$ cat config.mk
export PLATFORM = sky130hd
export DESIGN_NAME = store_buffer
export DESIGN_NICKNAME = d
export VERILOG_FILES = /design/src/rtl/store_buffer.sv
export SDC_FILE = /design/constraint.sdc
export NUM_CORES = 1
export LEC_CHECK = 0
export CAP_MARGIN = 5
export CORE_ASPECT_RATIO = 1.5
export CORE_UTILIZATION = 43
export CTS_CLUSTER_SIZE = 8
export DETAILED_ROUTE_END_ITERATION = 7
export SYNTH_ARGS = -nofsm -noshare
export SYNTH_HDL_FRONTEND = slang
export SYNTH_SLANG_ARGS = --single-unit
export TNS_END_PERCENT = 100
$ cat constraint.sdc
create_clock -name clk_i -period 12.1 [get_ports clk_i]
set_input_delay 2.42 -clock clk_i [delete_from_list [all_inputs] [get_ports clk_i]]
set_output_delay 2.42 -clock clk_i [all_outputs]
set_load 0.01 [all_outputs]
$ cat src/rtl/store_buffer.sv
// Store buffer: circular FIFO of pending stores sharing one data-memory port with loads.
// Define STORE_FWD_EN to enable store-to-load forwarding; without it any overlap stalls the load.

package store_buffer_pkg;
    typedef enum logic [2:0] {
        BYTE   = 3'b000,
        HALF   = 3'b001,
        WORD   = 3'b010,
        U_BYTE = 3'b100,
        U_HALF = 3'b101
    } load3_t;
endpackage

module store_buffer
    import store_buffer_pkg::*;
#(
    parameter int ADDRESS_WIDTH = 8,
    parameter int DATA_WIDTH    = 8,
    parameter int DEPTH         = 4
) (
    input  logic                        clk_i,
    input  logic                        rst_i,
    input  logic                        st_valid_i,
    input  logic [ADDRESS_WIDTH-1:0]    st_addr_i,
    input  logic [DATA_WIDTH*4-1:0]     st_data_i,
    input  load3_t                      st_size_i,
    output logic                        st_ready_o,
    input  logic                        ld_valid_i,
    input  logic [ADDRESS_WIDTH-1:0]    ld_addr_i,
    input  load3_t                      ld_size_i,
    output logic                        fwd_hit_o,
    output logic [DATA_WIDTH*4-1:0]     fwd_data_o,
    output logic                        fwd_stall_o,
    output logic [ADDRESS_WIDTH-1:0]    mem_a_o,
    output logic [DATA_WIDTH*4-1:0]     mem_wd_o,
    output load3_t                      mem_load3_o,
    output logic                        mem_wen_o,
    output logic [$clog2(DEPTH):0]      count_o
);

    localparam int PTR_W = $clog2(DEPTH);
    localparam int CNT_W = PTR_W + 1;
    localparam int WD_W  = DATA_WIDTH * 4;

    function automatic logic [2:0] size_bytes(input load3_t s);
        case (s)
            BYTE, U_BYTE: return 3'd1;
            HALF, U_HALF: return 3'd2;
            default:      return 3'd4;
        endcase
    endfunction

    function automatic load3_t store_size(input load3_t s);
        case (s)
            U_BYTE:  return BYTE;
            U_HALF:  return HALF;
            default: return s;
        endcase
    endfunction

    // Distances are taken modulo 2^ADDRESS_WIDTH so ranges wrapping past the top still overlap.
    function automatic logic ranges_overlap(
        input logic [ADDRESS_WIDTH-1:0] a_addr,
        input logic [2:0]               a_len,
        input logic [ADDRESS_WIDTH-1:0] b_addr,
        input logic [2:0]               b_len
    );
        logic [ADDRESS_WIDTH-1:0] b_from_a;
        logic [ADDRESS_WIDTH-1:0] a_from_b;
        b_from_a = b_addr - a_addr;
        a_from_b = a_addr - b_addr;
        return (b_from_a < ADDRESS_WIDTH'(a_len)) || (a_from_b < ADDRESS_WIDTH'(b_len));
    endfunction

`ifdef STORE_FWD_EN
    function automatic logic [WD_W-1:0] extend(input logic [WD_W-1:0] d, input load3_t s);
        logic [WD_W-1:0] r;
        case (s)
            BYTE:    r = {{(3*DATA_WIDTH){d[DATA_WIDTH-1]}},   d[DATA_WIDTH-1:0]};
            HALF:    r = {{(2*DATA_WIDTH){d[2*DATA_WIDTH-1]}}, d[2*DATA_WIDTH-1:0]};
            U_BYTE:  r = {{(3*DATA_WIDTH){1'b0}},              d[DATA_WIDTH-1:0]};
            U_HALF:  r = {{(2*DATA_WIDTH){1'b0}},              d[2*DATA_WIDTH-1:0]};
            default: r = d;
        endcase
        return r;
    endfunction
`endif

    logic [ADDRESS_WIDTH-1:0] r_addr [DEPTH];
    logic [WD_W-1:0]          r_data [DEPTH];
    load3_t                   r_size [DEPTH];
    logic [PTR_W-1:0]         r_head;
    logic [PTR_W-1:0]         r_tail;
    logic [CNT_W-1:0]         r_count;
    logic                     r_ready;

    logic                     w_enq;
    logic                     w_drain;
    logic                     w_load_own;
    logic [CNT_W-1:0]         w_count_next;
    logic [2:0]               w_ld_len;
    logic                     w_any_overlap;
    logic                     w_hit;
    logic                     w_stall;
    logic [WD_W-1:0]          w_fwd_data;
`ifdef STORE_FWD_EN
    logic [PTR_W-1:0]         w_match_idx;
    logic                     w_fwd_ok;
`endif

    // Walk live entries oldest to youngest; the last overlapping one seen is the youngest.
    always_comb begin
        w_ld_len      = size_bytes(ld_size_i);
        w_any_overlap = 1'b0;
`ifdef STORE_FWD_EN
        w_match_idx   = '0;
`endif
        for (int k = 0; k < DEPTH; k++) begin
            if ((CNT_W'(k) < r_count) &&
                ranges_overlap(r_addr[r_head + PTR_W'(k)], size_bytes(r_size[r_head + PTR_W'(k)]),
                               ld_addr_i, w_ld_len)) begin
                w_any_overlap = 1'b1;
`ifdef STORE_FWD_EN
                w_match_idx   = r_head + PTR_W'(k);
`endif
            end
        end
    end

`ifdef STORE_FWD_EN
    always_comb begin
        w_fwd_ok   = w_any_overlap && (r_addr[w_match_idx] == ld_addr_i) &&
                     (size_bytes(r_size[w_match_idx]) >= w_ld_len);
        w_hit      = ld_valid_i && w_fwd_ok;
        w_stall    = ld_valid_i && w_any_overlap && !w_fwd_ok;
        w_fwd_data = w_hit ? extend(r_data[w_match_idx], ld_size_i) : '0;
    end
`else
    always_comb begin
        w_hit      = 1'b0;
        w_stall    = ld_valid_i && w_any_overlap;
        w_fwd_data = '0;
    end
`endif

    assign w_load_own = ld_valid_i && !w_stall;
    assign w_drain    = !w_load_own && (r_count != '0);
    assign w_enq      = st_valid_i && r_ready;

    always_comb begin
        case ({w_enq, w_drain})
            2'b10:   w_count_next = r_count + CNT_W'(1);
            2'b01:   w_count_next = r_count - CNT_W'(1);
            default: w_count_next = r_count;
        endcase
    end

    always_comb begin
        mem_a_o     = ld_addr_i;
        mem_load3_o = ld_size_i;
        mem_wd_o    = '0;
        mem_wen_o   = 1'b0;
        if (w_drain) begin
            mem_a_o     = r_addr[r_head];
            mem_load3_o = r_size[r_head];
            mem_wd_o    = r_data[r_head];
            mem_wen_o   = 1'b1;
        end
    end

    // NOTE: ready is its own register so it can sit low during reset and rise on the first edge after.
    always_ff @(posedge clk_i or posedge rst_i) begin
        if (rst_i) begin
            r_head  <= '0;
            r_tail  <= '0;
            r_count <= '0;
            r_ready <= 1'b0;
        end else begin
            if (w_enq) begin
                r_tail <= r_tail + PTR_W'(1);
            end
            if (w_drain) begin
                r_head <= r_head + PTR_W'(1);
            end
            r_count <= w_count_next;
            r_ready <= (w_count_next < CNT_W'(DEPTH));
        end
    end

    // NOTE: entry storage is deliberately not reset; r_count alone decides which slots are live.
    always_ff @(posedge clk_i) begin
        if (w_enq) begin
            r_addr[r_tail] <= st_addr_i;
            r_data[r_tail] <= st_data_i;
            r_size[r_tail] <= store_size(st_size_i);
        end
    end

    assign st_ready_o  = r_ready;
    assign count_o     = r_count;
    assign fwd_hit_o   = w_hit;
    assign fwd_stall_o = w_stall;
    assign fwd_data_o  = w_fwd_data;

endmodule

* After elaboration in Yosys (flattened, before gate mapping)
Memories as Yosys holds them, arrays and structs flattened.
Cells that the tools add are included.
** Operators by class
- $add $sub $neg :: 14
- $lt $le $gt $ge :: 13
- Eq/ne operators :: 19
- Muxes and demuxes :: 18
- Reductions and logical operators :: 30
** Operators by type and width (count)
- $lt 8x3->1 :: 8
- $sub 8x8->8 :: 8
- $pmux 3 s2 :: 7
- $eq 3x3->1 const B :: 12
- $mux 32 :: 1
- $reduce_or 2->1 :: 10
- $eq 3x1->1 const B :: 5
- $logic_not 3->1 :: 5
- $logic_and 1x1->1 :: 8
- $mux 8 :: 1
- $mux 1 :: 7
- $lt 1x3->1 const A :: 2
- $lt 2x3->1 const A :: 2
- $mux 3 :: 2
- $add 2x1->2 const B :: 2
- $add 2x2->2 const B :: 2
- $logic_or 1x1->1 :: 4
- $add 3x1->3 const B :: 1
- $lt 3x3->1 const B :: 1
- $reduce_bool 3->1 :: 1
- $sub 3x1->3 const B :: 1
- $eq 2x1->1 const B :: 1
- $eq 2x2->1 const B :: 1
- $logic_not 1->1 :: 2
** Storage, ports and cells
- Bits in registers :: 8
- Bits in writable memories :: 172
- Bits of input ports :: 58
- Output and inout bits :: 82
- Word-level logic and storage cells :: 101
- Memories :: 3
** Memory list
- r_data :: words 4, width 32, read ports 1, clocked after memory_dff 0, wr ports 1, RTL line 90 : logic [WD_W-1:0] r_data [DEPTH];
- r_addr :: words 4, width 8, read ports 4, clocked after memory_dff 0, wr ports 1, RTL line 89 : logic [ADDRESS_WIDTH-1:0] r_addr [DEPTH];
- r_size :: words 4, width 3, read ports 4, clocked after memory_dff 0, wr ports 1, RTL line 91 : load3_t r_size [DEPTH];

* Logic depth before layout (Yosys ltp)
Gate-level depths: netlist (run 1).
An unclocked memory read counts as a cell.
- Depth after elaboration :: 19
- Depth in mapped cells :: 27
- Depth with buffers taken out :: 21

* Worst setup path before layout (run 1)
Ideal clock, no wire load.
- Path type :: input to output
- Start :: input port ld_addr_i[1]
- End :: output port mem_a_o[2]
- Arrival :: 5.154 ns
- Data required time :: 9.680 ns
- Setup slack :: 4.526 ns
- Stages on the path :: 12
- Buffers on the path :: 2
- Path through :: inv_1 -> fa_1 -> ha_1 -> a21boi_0 -> o21ai_0 -> nand4_1 -> or4_1 -> a31oi_1 -> o31a_1 -> buf_6 -> buf_6 -> mux2i_1
** Between the ends
- Cells in the longest elaborated chain, start to end :: 14
- Elaborated cells between the ends (all ways) :: 34
- Classes of those cells :: add/sub: 8; order compare: 8; mux: 5; reduce/logical: 13
** Ends and longest elaborated chain
- start, declared :: RTL line 29 : input logic [ADDRESS_WIDTH-1:0] ld_addr_i,
- $sub 8x8->8 (on tied branches) :: RTL line 70, 71
- $lt 8x3->1 :: RTL line 72 : return (b_from_a < ADDRESS_WIDTH'(a_len)) || (a_from_b < ADDRESS_WIDTH'(b_len));
- $logic_or 1x1->1 :: RTL line 72
- $logic_and 1x1->1 :: RTL line 119 : if ((CNT_W'(k) < r_count) &&
- $mux 1 (3 in series) :: RTL line 119
- $mux 1 (*) :: RTL line 119
- $logic_and 1x1->1 (*) :: RTL line 141 : w_stall = ld_valid_i && w_any_overlap;
- $logic_not 1->1 (*) :: RTL line 146 : assign w_load_own = ld_valid_i && !w_stall;
- $logic_and 1x1->1 (*) :: RTL line 146
- $logic_not 1->1 (*) :: RTL line 147 : assign w_drain = !w_load_own && (r_count != '0);
- $logic_and 1x1->1 (*) :: RTL line 147
- $mux 8 (*) :: RTL line 163 : if (w_drain) begin
- end, declared :: RTL line 34 : output logic [ADDRESS_WIDTH-1:0] mem_a_o,
Mark *: on every way between the ends. The rest lies on a longest branch, timed or not.

* Worst setup path after layout (run 1)
- Start :: input port ld_addr_i[1]
- End :: output port mem_load3_o[0]
** Between the ends
- Cells in the longest elaborated chain, start to end :: 14
- Elaborated cells between the ends (all ways) :: 34
- Classes of those cells :: add/sub: 8; order compare: 8; mux: 5; reduce/logical: 13
** Ends and longest elaborated chain
- $sub 8x8->8 (on tied branches) :: RTL line 70, 71
- $lt 8x3->1 :: RTL line 72
- $logic_or 1x1->1 :: RTL line 72
- $logic_and 1x1->1 :: RTL line 119
- $mux 1 (3 in series) :: RTL line 119
- $mux 1 (*) :: RTL line 119
- $logic_and 1x1->1 (*) :: RTL line 141
- $logic_not 1->1 (*) :: RTL line 146
- $logic_and 1x1->1 (*) :: RTL line 146
- $logic_not 1->1 (*) :: RTL line 147
- $logic_and 1x1->1 (*) :: RTL line 147
- $mux 3 (*) :: RTL line 163
- end, declared :: RTL line 36 : output load3_t mem_load3_o,
Marks and branches as above.

==> summary.txt, run 1 <==
Die
  • Core Rows: 71
  • Core Region: 25200 sq um
  • Die Width: 133 um
  • Die area: 26400 sq um
  • Num ports: 140
  • Initial Utilization: 43.9%
  • Die height: 199 um

Cells and area
  • Finished Cell Area: 12900 sq um
  • Layout cell share with drive strength beyond 1: 12.0%
  • Ant. Diodes: 0
  • Area Growth Syn to Fin: 16.5%
  • Fillcell total: 2206
  • Non-Filler Instances: 1329
  • Highest-count cells in the layout ignoring fill and taps: edfxtp_1, clkdlybuf4s50_1, ha_1, inv_1, nand2_1
  • Nets: 1140
  • Commonest non-fill, non-tap cell in the layout: edfxtp_1

Drt
  • Drt initial violations: 316
  • DRT met1 WL: 9.85 mm
  • Final wirelength: 25.7 mm
  • Post-DR vias/cell: 5.45
  • WL/cell: 19.3 um
  • Met2 WL post-DR: 13.8 mm
  • First drt pass iteration count: 5
  • Met3 wire len: 1.03 mm
  • Remaining DRCs: 0
  • Routed vias: 7239
  • Post-route ant nets: 0
  • DR top layer: met4

Clock tree
  • Clock tree buffer depth: 2
  • Clock sinks: 180
  • Root Driver: clkbuf_16
  • # H-tree levels: 4
  • Post-CTS Setup Bufs: 0
  • CTS tree: yes
  • Clock transition at path regs: 80 ps
  • Cts repair resizes: 0
  • CTS Buf Count: 17
  • Worst-Skew Late Latency: 430 ps
  • # hold bufs at CTS: 0

Run status
  • Outcome: complete, no violations

Place
  • IO buf count: 106
  • Placed cells: 1297
  • HPWL Detailed: 18.6 mm
  • Placed cell area: 12300 sq um
  • Routability cong.: 0.949

Critical path
  • CP required: 9680 ps
  • Worst-path fanout max: 39
  • Worst path max stage delay: 810 ps
  • Critical path launch point type: input port
  • Worst setup EP type: output port
  • Setup CP Type: input port to output port
  • Critical Path Slowest Stage Cell: o31a_2
  • Cell Chain, Critical Path: clkdlybuf4s50_1, inv_1, ha_1, a21oi_1, a21oi_1, or4_1, a2111oi_2, a32oi_1, a31oi_1, o31a_2, buf_4, mux2_1, clkdlybuf4s50_1
  • CP Data Arrival Time: 7820 ps

STA
  • Setup tns final: 0 ps
  • Max_slew headroom: 42.4%
  • RSZ-0062 raised after global routing: no
  • Final Setup Violations: 0
  • Max Slew Vio Count: 0
  • Final Skew: 17.2 ps
  • Min Hold Slack: 545 ps
  • Slew @ Worst Pin: 865 ps
  • Min Tclk post-route: 10240 ps
  • Final Hold Fails: 0
  • Final cycle utilization of the critical path: 84.6%
  • Fmax: 97.7 MHz

Yosys
  • Top FF cell, synth: edfxtp_1
  • Yosys reg bits: 180
  • Ys Warns: 0
  • Fraction of registers with async set/reset: 4.44%
  • Sequential fraction of the synthesis area: 48.4%
  • Post-synth EDFFs: 172
  • Distinct cell type count after synthesis: 60
  • Syn Area/Cell: 12.3 sq um
  • Netlist Area Pre-Place: 11100 sq um
  • Synthesized instance count: 899

Global routing
  • Tot GR Track Use: 20.4%
  • Vias in the first global route: 7395
  • GR Overflow Total: 0
  • Initial antenna violation count: 0
  • First-pass GRT wire length: 40.1 mm
  • Largest net degree at the start of global routing: 57

Power
  • Total power: 3.41 mW
  • Leakage: 4.97 nW
  • P per Cell Area: 264 nW/um^2
  • Worst IR Drop VDD: 0.149 mV

Hold path
  • Classification of the worst-slack hold path: flop to flop

Flow run
  • Max Cap Viol: 0
==> Yosys cell counts, types with 3 or more instances <==
cell | n | share of area (%)
a2111oi_0 | 4 | 0.32
a21o_1 | 13 | 0.88
a21oi_1 | 42 | 1.9
a221oi_1 | 4 | 0.32
a22oi_1 | 3 | 0.20
a31oi_1 | 13 | 0.73
and2_1 | 35 | 2.0
and3_1 | 6 | 0.34
buf_1 | 4 | 0.14
buf_2 | 3 | 0.14
buf_4 | 35 | 2.4
buf_6 | 3 | 0.30
clkbuf_1 | 30 | 1.0
dfrtp_1 | 8 | 1.8
edfxtp_1 | 172 | 47
fa_1 | 8 | 1.4
ha_1 | 86 | 9.7
inv_1 | 71 | 2.4
mux2_1 | 7 | 0.71
mux2_2 | 22 | 2.2
mux2i_1 | 34 | 3.1
mux4_2 | 37 | 7.5
nand2_1 | 46 | 1.6
nand2b_1 | 10 | 0.56
nand3_1 | 4 | 0.18
nand3b_1 | 9 | 0.61
nand4_1 | 6 | 0.34
nor2_1 | 27 | 0.91
nor2b_1 | 7 | 0.40
nor3_1 | 9 | 0.41
nor4_1 | 3 | 0.17
o211a_1 | 3 | 0.27
o211ai_1 | 4 | 0.27
o21a_1 | 8 | 0.54
o21ai_0 | 44 | 2.0
o22ai_1 | 5 | 0.28
o31a_1 | 4 | 0.32
o31ai_1 | 6 | 0.41
or2_2 | 11 | 0.62
or4_1 | 3 | 0.20
xnor2_1 | 9 | 0.71
xor2_1 | 17 | 1.3
==> critical path: cells and delay by family <==
family,cells,cell delay [ps]
adders and majority gates,1,310
AOI/OAI and AO/OA,6,2220
buffers and inverters,4,2020
muxes,1,350
and+or+nand+nor,1,490
==> logic make-up (layout without fill, tap and decap cells) <==
family	count (synthesis)	in the layout	share of synthesized area, %
compound gates	168	168	9.67
xor+xnor	26	26	2.06
fa+ha+maj	94	94	11.2
buf+inv	148	218	6.44
flops	180	180	48.4
mux	100	100	13.5
other cells	1	33	0.0339
simple gates	182	182	8.67
==> registers in the layout (all words and copies together) (netlist names), named ones only <==
name,flops
r_data,128
r_addr,32
r_size,12
count_o,2
r_head,2
r_tail,2
st_ready_o,1
==> layout make-up <==
type | instances | area (sq um) | share of cell area (%)
clock buffer | 17 | 425 | 3.29
clock inverter | 15 | 189 | 1.46
inverter | 73 | 274 | 2.12
multi-input combinational | 603 | 5130 | 39.7
sequential | 180 | 5370 | 41.6
tap | 328 | 410 | 3.18
timing repair buffer | 113 | 1110 | 8.62
==> stage by stage <==
stage	setup slack, ps	util [%]
5_1_grt	1510	51.2
3_3_place_gp	1840	48.7
6_report	1860	51.2
2_1_floorplan	4530	-
3_5_place_dp	1810	48.7
4_1_cts	1790	51.2
==> final timing paths <==
check / startpoint / to / slack [ps] / cells past startpoint
max: ld_addr_i[1] / mem_load3_o[0] / 1860 / 13
min: r_tail[0] / r_tail[0] / 540 / 1
max reg2reg: r_head[1] / flop / 5840 / 19
min reg2reg: r_tail[0] / r_tail[0] / 540 / 1
max in group asynchronous: rst_i / r_head[1] / 9530 / 2
min in group asynchronous: rst_i / r_tail[1] / 2250 / 2
==> layer usage <==
metal | up-vias | track usage (%)
met1 | 3591 | 22.1
met3 | 44 | 3.75
met4 | 0 | 9.20
met5 | - | 0
li1 | 3427 | -
met2 | 177 | 38.3
==> where the power goes <==
| group | internal (mW) | switching (mW) | leakage (nW) |
|---|---|---|---|
| sequential | 0.821 | 0.0729 | 1.67 |
| combinational | 0.864 | 1.09 | 2.99 |
| clock | 0.315 | 0.245 | 0.302 |
Power figures use the tool's default switching activity.
==> run 2, diff against run 1 <==
--- a/config.mk
+++ b/config.mk
@@ -10,6 +10,7 @@
 export CORE_UTILIZATION = 43
 export CTS_CLUSTER_SIZE = 8
 export DETAILED_ROUTE_END_ITERATION = 7
+export PLACE_DENSITY = 0.67
 export SYNTH_ARGS = -nofsm -noshare
 export SYNTH_HDL_FRONTEND = slang
 export SYNTH_SLANG_ARGS = --single-unit
==> constraint.sdc (replaced) <==
create_clock -name clk_i -period 9.05 [get_ports clk_i]
set_input_delay 1.81 -clock clk_i [delete_from_list [all_inputs] [get_ports clk_i]]
set_output_delay 1.81 -clock clk_i [all_outputs]
set_load 0.01 [all_outputs]
==> run 2 against run 1 <==
Wire length down 0.67%. Sequential share of layout area down 0.19 points. Register-to-register slack worse by 2400 ps. Die area unchanged. Sequential cell count unchanged. Combinational power up 34%. Final cell count up 0.45%. Critical endpoint is now mem_a_o[0]. Highest routed layer unchanged.
==> summary.txt, run 2 (synthesis gave the netlist of run 1 again) <==
Critical path
  • Setup CP Type: input port to output port
  • Worst path max stage delay: 580 ps
  • CP top delay family: buffers and inverters
  • Critical path launch point type: input port
  • Critical Path Slowest Stage Cell: or4_1
  • Cell Chain, Critical Path: clkdlybuf4s50_1, inv_1, fa_1, ha_1, a21boi_0, o21ai_0, nand4_1, or4_1, a31oi_1, o31a_2, buf_4, mux2i_1, clkdlybuf4s50_1
  • Buf/Inv on CP: 4
  • CP Data Arrival Time: 6410 ps
  • Worst setup EP type: output port
  • CP required: 7240 ps
  • Worst-path fanout max: 14
  • CP most frequent cell: clkdlybuf4s50_1

Hold path
  • Classification of the worst-slack hold path: flop to flop

STA
  • Max Slew Vio Count: 0
  • RSZ-0062 raised after global routing: no
  • Setup tns final: 0 ps
  • Final cycle utilization of the critical path: 90.9%
  • Min Hold Slack: 549 ps
  • Final Setup Violations: 0
  • Fmax: 122 MHz
  • Slew @ Worst Pin: 731 ps
  • Final Skew: 13.1 ps
  • Final setup margin: 825 ps
  • Max_slew headroom: 50.8%
  • Final Hold Fails: 0
  • Min Tclk post-route: 8220 ps

Cells and area
  • Fillcell total: 2219
  • Commonest non-fill, non-tap cell in the layout: edfxtp_1
  • Layout cell share with drive strength beyond 1: 12.1%
  • Biggest regs: r_data (128), r_addr (32), r_size (12)
  • Area Growth Syn to Fin: 17.1%
  • Highest-count cells in the layout ignoring fill and taps: edfxtp_1, clkdlybuf4s50_1, ha_1, inv_1, nand2_1
  • Register Area: 5370 sq um
  • Nets: 1146
  • Non-Filler Instances: 1335
  • Multi-input gate area: 5130 sq um
  • Flip-flop count of the largest register after layout: 128
  • Biggest register: r_data
  • Ant. Diodes: 0

Power
  • P per Cell Area: 352 nW/um^2
  • Combinational share of power: 57.2%
  • Net switching power figure: 1.84 mW
  • Clock network fraction of design power: 16.3%
  • Sw frac: 40.4%
  • Leakage: 5.00 nW
  • Worst IR Drop VDD: 0.194 mV
  • Flop pwr share: 26.5%
  • Int Pwr: 2.72 mW

Place
  • Placed cells: 1303
  • Routability cong.: 1.01
  • Setup Slack @ Placement: 819 ps
  • HPWL Detailed: 18.7 mm
  • IO buf count: 106

Drt
  • Post-route ant nets: 0
  • Drt initial violations: 381
  • Routed vias: 7214
  • Post-DR vias/cell: 5.40
  • Remaining DRCs: 0
  • Final wirelength: 25.5 mm
  • WL/cell: 19.1 um
  • First drt pass iteration count: 5

Global routing
  • GR Overflow Total: 0
  • First-pass GRT wire length: 39.3 mm
  • Initial antenna violation count: 0
  • Vias in the first global route: 7305
  • Tot GR Track Use: 19.9%
  • Largest net degree at the start of global routing: 44

Die
  • Core Rows: 71
  • Core Region: 25200 sq um
  • Die Width: 133 um
  • Num ports: 140
  • Die height: 199 um
  • Initial Utilization: 43.9%
  • Die area: 26400 sq um

Clock tree
  • Clock transition at path regs: 60 ps
  • Post-CTS Setup Bufs: 0
  • Clock tree buffer depth: 2
  • Clock sinks: 180
  • Root Driver: clkbuf_16
  • Cts repair resizes: 0
  • # hold bufs at CTS: 0
  • # H-tree levels: 4
  • CTS Buf Count: 17
  • Worst-Skew Late Latency: 420 ps
  • CTS tree: yes

Flow run
  • Max Cap Viol: 0

Run status
  • Outcome: complete, no violations
==> run 2: changes by cell type in the layout (fill, tap and decap cells not counted) <==
cell | previous run | this run
buf_4 | 7 | 13
clkbuf_16 | 17 | 22
clkbuf_1 | 0 | 4
inv_6 | 5 | 1
clkbuf_8 | 0 | 3
clkinv_4 | 4 | 1
inv_8 | 3 | 0
bufinv_16 | 2 | 0
clkinv_2 | 0 | 1
clkinv_8 | 1 | 0
==> run 2: worst paths after layout <==
kind | startpoint | end | slack, ps | cells past startpoint
max reg2reg | r_head[1] | flop | 3470 | 17
min reg2reg | r_tail[0] | r_tail[0] | 550 | 1
min | r_tail[0] | r_tail[0] | 550 | 1
min in group asynchronous | rst_i | async pin | 1650 | 2
max | ld_addr_i[1] | mem_a_o[0] | 830 | 13
max in group asynchronous | rst_i | r_head[0] | 7120 | 2
==> run 2: power by group through the flow <==
stage	logic [mW]	registers, mW	clock network, mW
3_5_place_dp	2.59	1.23	0
4_1_cts	2.61	1.21	0.762
5_1_grt	2.87	1.23	0.791
3_3_place_gp	2.59	1.22	0
6_report	2.61	1.21	0.745
2_1_floorplan	1.89	1.15	0
==> run 2: final cells by class <==
cell class	count	area share, %
clock buffer	29	4.68
clock inverter	3	0.174
inverter	73	2.11
multi-input combinational	603	39.5
sequential	180	41.4
tap	328	3.16
timing repair buffer	119	8.93
==> run 2: through the flow <==
stage | power (mW) | area (sq um) | util [%]
2_1_floorplan | 3.05 | 11200 | -
3_3_place_gp | 3.81 | 12300 | 48.9
3_5_place_dp | 3.82 | 12300 | 48.9
4_1_cts | 4.58 | 13000 | 51.4
5_1_grt | 4.89 | 13000 | 51.4
6_report | 4.56 | 13000 | 51.4
==> run 2: layer usage <==
metal	track usage, %	part of all wire, %
met1	21.8	38
met2	37.0	54
met3	3.41	4.0
met4	9.24	3.5
met5	0	0
